<file path="src/rtl/alu_issue_sequencer_if.sv">
// alu_issue_sequencer_if
//   Bundles every non-clock, non-reset signal of the ALU issue sequencer.
//
//   Handshake: an instruction transfers on a rising clk edge where both
//   in_valid and in_ready are high. in_ready depends only on sequencer state,
//   never on in_valid. in_valid/in_instr offered while in_ready is low are
//   ignored (not queued).
//
//   Signals:
//     in_valid, in_ready, in_instr[12:0]   instruction handshake
//     alu_rs[3:0], alu_rt[3:0], alu_sel[2:0]  operands/opcode to external ALU
//     alu_rd[3:0]                          combinational ALU result
//     wb_valid, wb_addr[2:0], wb_data[3:0] one-cycle writeback report
//     busy                                 instruction in flight
//     dbg_addr[2:0], dbg_data[3:0]         register-file debug read
//
//   Modports:
//     master - the sequencer (produces ALU operands, consumes the ALU result)
//     slave  - the environment (instruction source, ALU, debug reader)
interface alu_issue_sequencer_if;
    logic        in_valid;
    logic        in_ready;
    logic [12:0] in_instr;
    logic [3:0]  alu_rs;
    logic [3:0]  alu_rt;
    logic [2:0]  alu_sel;
    logic [3:0]  alu_rd;
    logic        wb_valid;
    logic [2:0]  wb_addr;
    logic [3:0]  wb_data;
    logic        busy;
    logic [2:0]  dbg_addr;
    logic [3:0]  dbg_data;

    modport master (
        input  in_valid, in_instr, alu_rd, dbg_addr,
        output in_ready, alu_rs, alu_rt, alu_sel,
               wb_valid, wb_addr, wb_data, busy, dbg_data
    );

    modport slave (
        output in_valid, in_instr, alu_rd, dbg_addr,
        input  in_ready, alu_rs, alu_rt, alu_sel,
               wb_valid, wb_addr, wb_data, busy, dbg_data
    );
endinterface

</file>
<file path="src/rtl/alu_issue_sequencer.sv">
// alu_issue_sequencer
//   Issue and writeback controller for the 4-bit decode-and-execute datapath.
//   Accepts one 13-bit instruction at a time, drives operands from an internal
//   8x4 register file into an external combinational ALU, captures the result
//   (or the immediate for loads) and writes it back. One instruction per
//   three cycles: IDLE (accept) -> EXEC (ALU evaluates) -> WB (write + report).
//
//   Instruction: [12] ld, [11:9] op, [8:6] rd, [5:3] rs, [2:0] rt, [3:0] imm.
//
//   Ports:
//     clk  - sole clock, rising edge
//     rst  - synchronous active-high reset (priority over a handshake)
//     bus  - alu_issue_sequencer_if.master (handshake, ALU, writeback, debug)
//
//   Configuration macro ALU_ISSUE_ZERO_REG_EN:
//     defined   - r0 reads as zero and writes to r0 are discarded
//                 (the writeback report still shows the computed value)
//     undefined - r0 is an ordinary register
module alu_issue_sequencer (
    input  logic                  clk,
    input  logic                  rst,
    alu_issue_sequencer_if.master bus
);

    typedef enum logic [1:0] {
        IDLE = 2'd0,
        EXEC = 2'd1,
        WB   = 2'd2
    } state_t;

    state_t      state_q;
    state_t      state_d;

    logic [12:0] ir_q;
    logic [3:0]  res_q;
    logic [3:0]  regs [8];
    logic [3:0]  alu_rs_q;
    logic [3:0]  alu_rt_q;
    logic [2:0]  alu_sel_q;

    logic        in_ready_c;
    logic        busy_c;
    logic        wb_valid_c;
    logic        accept;
    logic        rf_we;
    logic [3:0]  op_a;
    logic [3:0]  op_b;
    logic [3:0]  dbg_rd;

    // ------------------------------------------------------------------
    // FSM
    // ------------------------------------------------------------------
    always_ff @(posedge clk) begin
        if (rst) begin
            state_q <= IDLE;
        end else begin
            state_q <= state_d;
        end
    end

    always_comb begin
        state_d    = state_q;
        in_ready_c = 1'b0;
        busy_c     = 1'b1;
        wb_valid_c = 1'b0;
        case (state_q)
            IDLE: begin
                in_ready_c = 1'b1;
                busy_c     = 1'b0;
                if (bus.in_valid) begin
                    state_d = EXEC;
                end
            end
            EXEC: begin
                state_d = WB;
            end
            WB: begin
                wb_valid_c = 1'b1;
                state_d    = IDLE;
            end
            default: begin
                state_d = IDLE;
            end
        endcase
    end

    assign accept = (state_q == IDLE) && bus.in_valid;

    // ------------------------------------------------------------------
    // Register-file read ports
    // ------------------------------------------------------------------
    // Operands are looked up with the incoming instruction's addresses so the
    // registered ALU inputs are stable for the whole EXEC cycle. Any earlier
    // writeback has already landed: WB always leaves through IDLE, so the
    // accepting edge is at least one edge after the last write.
`ifdef ALU_ISSUE_ZERO_REG_EN
    assign op_a   = (bus.in_instr[5:3] == 3'd0) ? 4'd0 : regs[bus.in_instr[5:3]];
    assign op_b   = (bus.in_instr[2:0] == 3'd0) ? 4'd0 : regs[bus.in_instr[2:0]];
    assign dbg_rd = (bus.dbg_addr == 3'd0) ? 4'd0 : regs[bus.dbg_addr];
    assign rf_we  = (state_q == WB) && (ir_q[8:6] != 3'd0);
`else
    assign op_a   = regs[bus.in_instr[5:3]];
    assign op_b   = regs[bus.in_instr[2:0]];
    assign dbg_rd = regs[bus.dbg_addr];
    assign rf_we  = (state_q == WB);
`endif

    // ------------------------------------------------------------------
    // Datapath
    // ------------------------------------------------------------------
    always_ff @(posedge clk) begin
        if (rst) begin
            ir_q      <= '0;
            res_q     <= '0;
            alu_rs_q  <= '0;
            alu_rt_q  <= '0;
            alu_sel_q <= '0;
            for (int i = 0; i < 8; i++) begin
                regs[i] <= '0;
            end
        end else begin
            if (accept) begin
                ir_q      <= bus.in_instr;
                alu_rs_q  <= op_a;
                alu_rt_q  <= op_b;
                alu_sel_q <= bus.in_instr[11:9];
            end
            // Loads take the immediate; the ALU output is don't-care for them.
            if (state_q == EXEC) begin
                res_q <= ir_q[12] ? ir_q[3:0] : bus.alu_rd;
            end
            if (rf_we) begin
                regs[ir_q[8:6]] <= res_q;
            end
        end
    end

    // ------------------------------------------------------------------
    // Outputs
    // ------------------------------------------------------------------
    assign bus.in_ready = in_ready_c;
    assign bus.busy     = busy_c;
    assign bus.wb_valid = wb_valid_c;
    assign bus.wb_addr  = ir_q[8:6];
    assign bus.wb_data  = res_q;
    assign bus.alu_rs   = alu_rs_q;
    assign bus.alu_rt   = alu_rt_q;
    assign bus.alu_sel  = alu_sel_q;
    assign bus.dbg_data = dbg_rd;

endmodule

</file>
<file path="src/flat_wrapper.sv">
// flat-port wrapper written by rule: the top's interface ports become plain ports
module alu_issue_sequencer_flat 
  (clk, rst, bus_in_valid, bus_in_instr, bus_alu_rd, bus_dbg_addr, bus_in_ready, bus_alu_rs, bus_alu_rt, bus_alu_sel, bus_wb_valid, bus_wb_addr, bus_wb_data, bus_busy, bus_dbg_data);
  alu_issue_sequencer_if bus_i ();
  input  logic clk;
  input  logic rst;
  input wire logic [$bits(bus_i.in_valid)-1:0] bus_in_valid;
  input wire logic [$bits(bus_i.in_instr)-1:0] bus_in_instr;
  input wire logic [$bits(bus_i.alu_rd)-1:0] bus_alu_rd;
  input wire logic [$bits(bus_i.dbg_addr)-1:0] bus_dbg_addr;
  output wire logic [$bits(bus_i.in_ready)-1:0] bus_in_ready;
  output wire logic [$bits(bus_i.alu_rs)-1:0] bus_alu_rs;
  output wire logic [$bits(bus_i.alu_rt)-1:0] bus_alu_rt;
  output wire logic [$bits(bus_i.alu_sel)-1:0] bus_alu_sel;
  output wire logic [$bits(bus_i.wb_valid)-1:0] bus_wb_valid;
  output wire logic [$bits(bus_i.wb_addr)-1:0] bus_wb_addr;
  output wire logic [$bits(bus_i.wb_data)-1:0] bus_wb_data;
  output wire logic [$bits(bus_i.busy)-1:0] bus_busy;
  output wire logic [$bits(bus_i.dbg_data)-1:0] bus_dbg_data;
  assign bus_i.in_valid = bus_in_valid;
  assign bus_i.in_instr = bus_in_instr;
  assign bus_i.alu_rd = bus_alu_rd;
  assign bus_i.dbg_addr = bus_dbg_addr;
  assign bus_in_ready = bus_i.in_ready;
  assign bus_alu_rs = bus_i.alu_rs;
  assign bus_alu_rt = bus_i.alu_rt;
  assign bus_alu_sel = bus_i.alu_sel;
  assign bus_wb_valid = bus_i.wb_valid;
  assign bus_wb_addr = bus_i.wb_addr;
  assign bus_wb_data = bus_i.wb_data;
  assign bus_busy = bus_i.busy;
  assign bus_dbg_data = bus_i.dbg_data;
  alu_issue_sequencer u_core (.clk(clk), .rst(rst), .bus(bus_i));
endmodule
</file>
<file path="config.mk">
export PLATFORM = sky130hd
export DESIGN_NAME = alu_issue_sequencer_flat
export DESIGN_NICKNAME = d
export VERILOG_FILES = /design/src/rtl/alu_issue_sequencer_if.sv /design/src/rtl/alu_issue_sequencer.sv /design/src/flat_wrapper.sv
export SDC_FILE = /design/constraint.sdc
export NUM_CORES = 1
export LEC_CHECK = 0
export ABC_CLOCK_PERIOD_IN_PS = 3300
export BUFFER_PORTS_ARGS = -buffer_cell sky130_fd_sc_hd__buf_4
export CAP_MARGIN = 20
export CORE_MARGIN = 5
export CORE_UTILIZATION = 30
export DETAILED_ROUTE_END_ITERATION = 7
export PLACE_DENSITY_LB_ADDON = 0.3
export SLEW_MARGIN = 20
export SYNTH_ARGS = -nofsm -noshare
export SYNTH_HDL_FRONTEND = slang
export SYNTH_SLANG_ARGS = --single-unit
</file>
<file path="constraint.sdc">
create_clock -name clk -period 3.3 [get_ports clk]
set_clock_uncertainty 0.2 [all_clocks]
set_input_delay 0 -clock clk [delete_from_list [all_inputs] [get_ports clk]]
set_output_delay 0 -clock clk [all_outputs]
set_load 0.02 [all_outputs]
</file>
==> impl_metrics.csv <==
group,metric,value,unit
critical_path,endpoint_kind,"flip-flop",
routing,post_drt_wl_per_cell,16.66,um
yosys,synthXorXnorAreaFrac,0,
critical_path,start_kind,"flip-flop",
routing,via_per_inst,4.784,
routing,first_iter_violations,141,
yosys,synth_cell_types,27,
timing,max_slew_margin,0.6543,
timing,min_period,2.121,ns
job,cap_violations,0,
yosys,netlist_area,2994,um2
yosys,avgSynthCellArea,11.65,um2
yosys,synth_top_family_by_area,"multiplexers",
power,p_per_area,449.1,nW/um2
power,seqPwrFrac,0.470,
yosys,syn-num-nets,280,
timing,fin_ws,1.179,ns
cts,clockBufferDepth,2,
cts,path_clk_slew,0.07,ns
timing,fmax,0.4715,GHz
worst_hold_path,min_delay_path_depth,4,
cts,cts_tree,"built",
cts,postCtsSetupBuffers,0,
timing,final.setup.tns,0,ns
critical_path,critical_path_class,"reg2reg",
critical_path,cp_data_required_time,3.38,ns
outcome,outcome,"completed",
routing,dr_wl_met2,3678,um
power,switching_power,0.4655,mW
global_route,grt_pass1_wl,12500,um
yosys,synth_adder_area_share,0,
critical_path,crit_path_max_fanout,9,
global_route,antenna_found_initial,0,
final_layout,antenna_cells,0,
yosys,synth_compound_area_frac,0.07188,
cts,insertion_delay,0.34,ns
global_route,grtUsageTotal,0.1401,
critical_path,cp.arrival,2.20,ns
timing,worstMarginPinSlew,0.5174,ns
floorplanning,coreArea,9774,um2
routing,final_antenna_net_count,0,
critical_path,worst_r2r_path_depth,4,
floorplanning,pin_count,48,
cts,cts.sinks,57,
floorplanning,die_w,109.9,um
global_route,grt_max_degree,35,
place,portBuffers,47,
routing,vias,2220,
routing,wl,7729,um
floorplanning,die_h,109.9,um
power,ir_drop,0.0001726,V
routing,met1_length,3528,um
cts,htree_levels,3,
power,power.internal,1.290,mW
power,pwr-share-comb,0.156,
routing,wl_met3,329,um
yosys,synth_seq_cells,57,
timing,period_share,0.6426,
timing,hold_viol,0,
yosys,netlist_instances,257,
power,pwr-share-clk,0.374,
global_route,gr-total-overflow,0,
place,place_hpwl,5564,um
global_route,grt_pass1_vias,2267,
timing,maxSlewViolCount,0,
final_layout,syn_to_final_growth,30.55,%
floorplanning,row_count,36,
yosys,yosysWarnings,0,
critical_path,rrSetupSlack,1.18,ns
yosys,synth-simple-area-share,0.1713,
worst_hold_path,min_path_type,"in2reg",
final_layout,nNetsFinal,349,
place,dp_slack,1.318,ns
timing,grt_setup_unrepaired,"false",
floorplanning,die_area,12080,um2
final_layout,drive_gt1_frac,0.2779,
timing,setup_violations,0,
place,gp_congestion,0.7764,
floorplanning,start_util,0.3063,
power,p_leak,1.581,nW
power,p_sw_frac,0.2652,
cts,cts_root_buf,"clkbuf_8",
yosys,seq_area_frac_synth,0.4881,
yosys,synth_mux_area_frac,0.2257,
routing,drc,0,
routing,dr.pass1.iters,4,
cts,cts_made_buffers,9,
routing,highest_layer,"met4",
## area by class of cell
class | instances | area, um2
flip-flops and latches | 57 | 1461
multi-input cells | 179 | 1409
clock inverters | 5 | 33.78
well taps | 133 | 166.4
inverters | 1 | 3.754
clock buffers | 11 | 173.9
fillers | 950 | 5866
repair buffers | 78 | 660.6
## per-stage QoR
step | hold slack, ns | std cells | instance area, um2 | utilization | power (mW)
2_1_floorplan | -0.08286 | 257 | 2994 | - | 0.9885
5_1_grt | 0.02260 | 464 | 3909 | 0.3999 | 1.836
3_3_place_gp | 0.05098 | 418 | 3401 | 0.3479 | 1.084
4_1_cts | 0.003181 | 464 | 3909 | 0.3999 | 1.772
3_5_place_dp | 0.05945 | 418 | 3401 | 0.3479 | 1.085
6_report | 0.01377 | 464 | 3909 | 0.3999 | 1.756
## routing by layer
layer  track usage  vias up
li1              -     1073
met1        0.1885     1068
met2        0.2201       63
met3       0.02466       16
met4       0.06144        0
met5             0        -
## final timing paths
path                                     startpoint                                  to
setup / recovery     u_core.state_q[0]$_SDFFE_PP0P_  u_core.bus.wb_data[0]$_SDFFE_PP0N_
setup reg to reg     u_core.state_q[0]$_SDFFE_PP0P_  u_core.bus.wb_data[0]$_SDFFE_PP0N_
hold reg to reg   u_core.bus.alu_rs[3]$_SDFFE_PP0P_   u_core.bus.alu_rs[3]$_SDFFE_PP0P_
hold / removal                      bus_in_instr[4]   u_core.bus.alu_rs[3]$_SDFFE_PP0P_
## state kept, by name, summed over array words and instances (netlist names)
name	cells
u_core.regs	32
u_core.ir_q	9
u_core.bus.alu_sel	2
u_core.bus.alu_rt	4
u_core.bus.wb_data	4
u_core.bus.alu_rs	4
u_core.state_q	2
## what timing repair did
action	4_1_cts	5_1_grt
hold buffers	30	0
hold endpoints to repair	22	0
gates resized for setup	0	0
setup endpoints to repair	0	0
## cell families after synthesis
logic type             Yosys count
muxes                           52
DFF                             57
AOI/OAI and AO/OA               31
buffers and inverters           21
and+or+nand+nor                 96
## power groups by stage
stage                     logic [mW]  clock network, mW  registers, mW
final                          0.274              0.657          0.825
after global routing           0.296              0.709          0.831
after CTS                      0.276              0.672          0.825
after detailed placement       0.245                  0          0.841
after global placement         0.244                  0          0.839
after floorplan                0.153                  0          0.835
## critical path, cell delays in order (launching register included)
cell	delay, ns
dfxtp_1	0.48
nor2b_1	0.49
nor2_1	0.07
a211oi_1	0.24
dlygate4sd3_1	0.58
## synthesized netlist by cell type
master	n	area share
mux4_2	12	0.090
nand2_1	23	0.029
or3b_2	1	0.0029
clkbuf_1	8	0.010
a211oi_1	8	0.020
nand2b_1	1	0.0021
mux2_2	4	0.015
nand4bb_1	1	0.0038
nor3b_1	1	0.0025
dfxtp_1	25	0.17
buf_12	1	0.0067
mux2i_1	36	0.12
or2_2	9	0.019
buf_4	6	0.015
buf_6	1	0.0038
a22oi_1	8	0.020
and2_1	33	0.069
inv_1	1	0.0013
a21oi_1	11	0.018
a32o_1	4	0.013
nor2b_1	5	0.010
or4b_2	2	0.0067
nor2_1	19	0.024
buf_2	3	0.0050
buf_1	1	0.0013
edfxtp_1	32	0.32
or4_1	1	0.0025
## cells in the final DEF, fill, tap and decap left out
master,netlist,final
buf_4,6,48
mux2i_1,36,36
and2_1,33,33
edfxtp_1,32,32
dlygate4sd3_1,0,30
dfxtp_1,25,25
nand2_1,23,23
nor2_1,19,19
mux4_2,12,12
a21oi_1,11,11
or2_2,9,9
clkbuf_8,0,9
a22oi_1,8,8
a211oi_1,8,8
nor2b_1,5,5
mux2_2,4,4
a32o_1,4,4
or4b_2,2,2
clkbuf_16,0,2
inv_1,1,1
nand2b_1,1,1
or4_1,1,1
nand4bb_1,1,1
nor3b_2,0,1
or3b_2,1,1
clkinv_4,0,1
inv_6,0,1
clkinvlp_4,0,1
clkinv_1,0,1
clkinv_2,0,1
No activity file was read; power rests on OpenSTA's default activity.
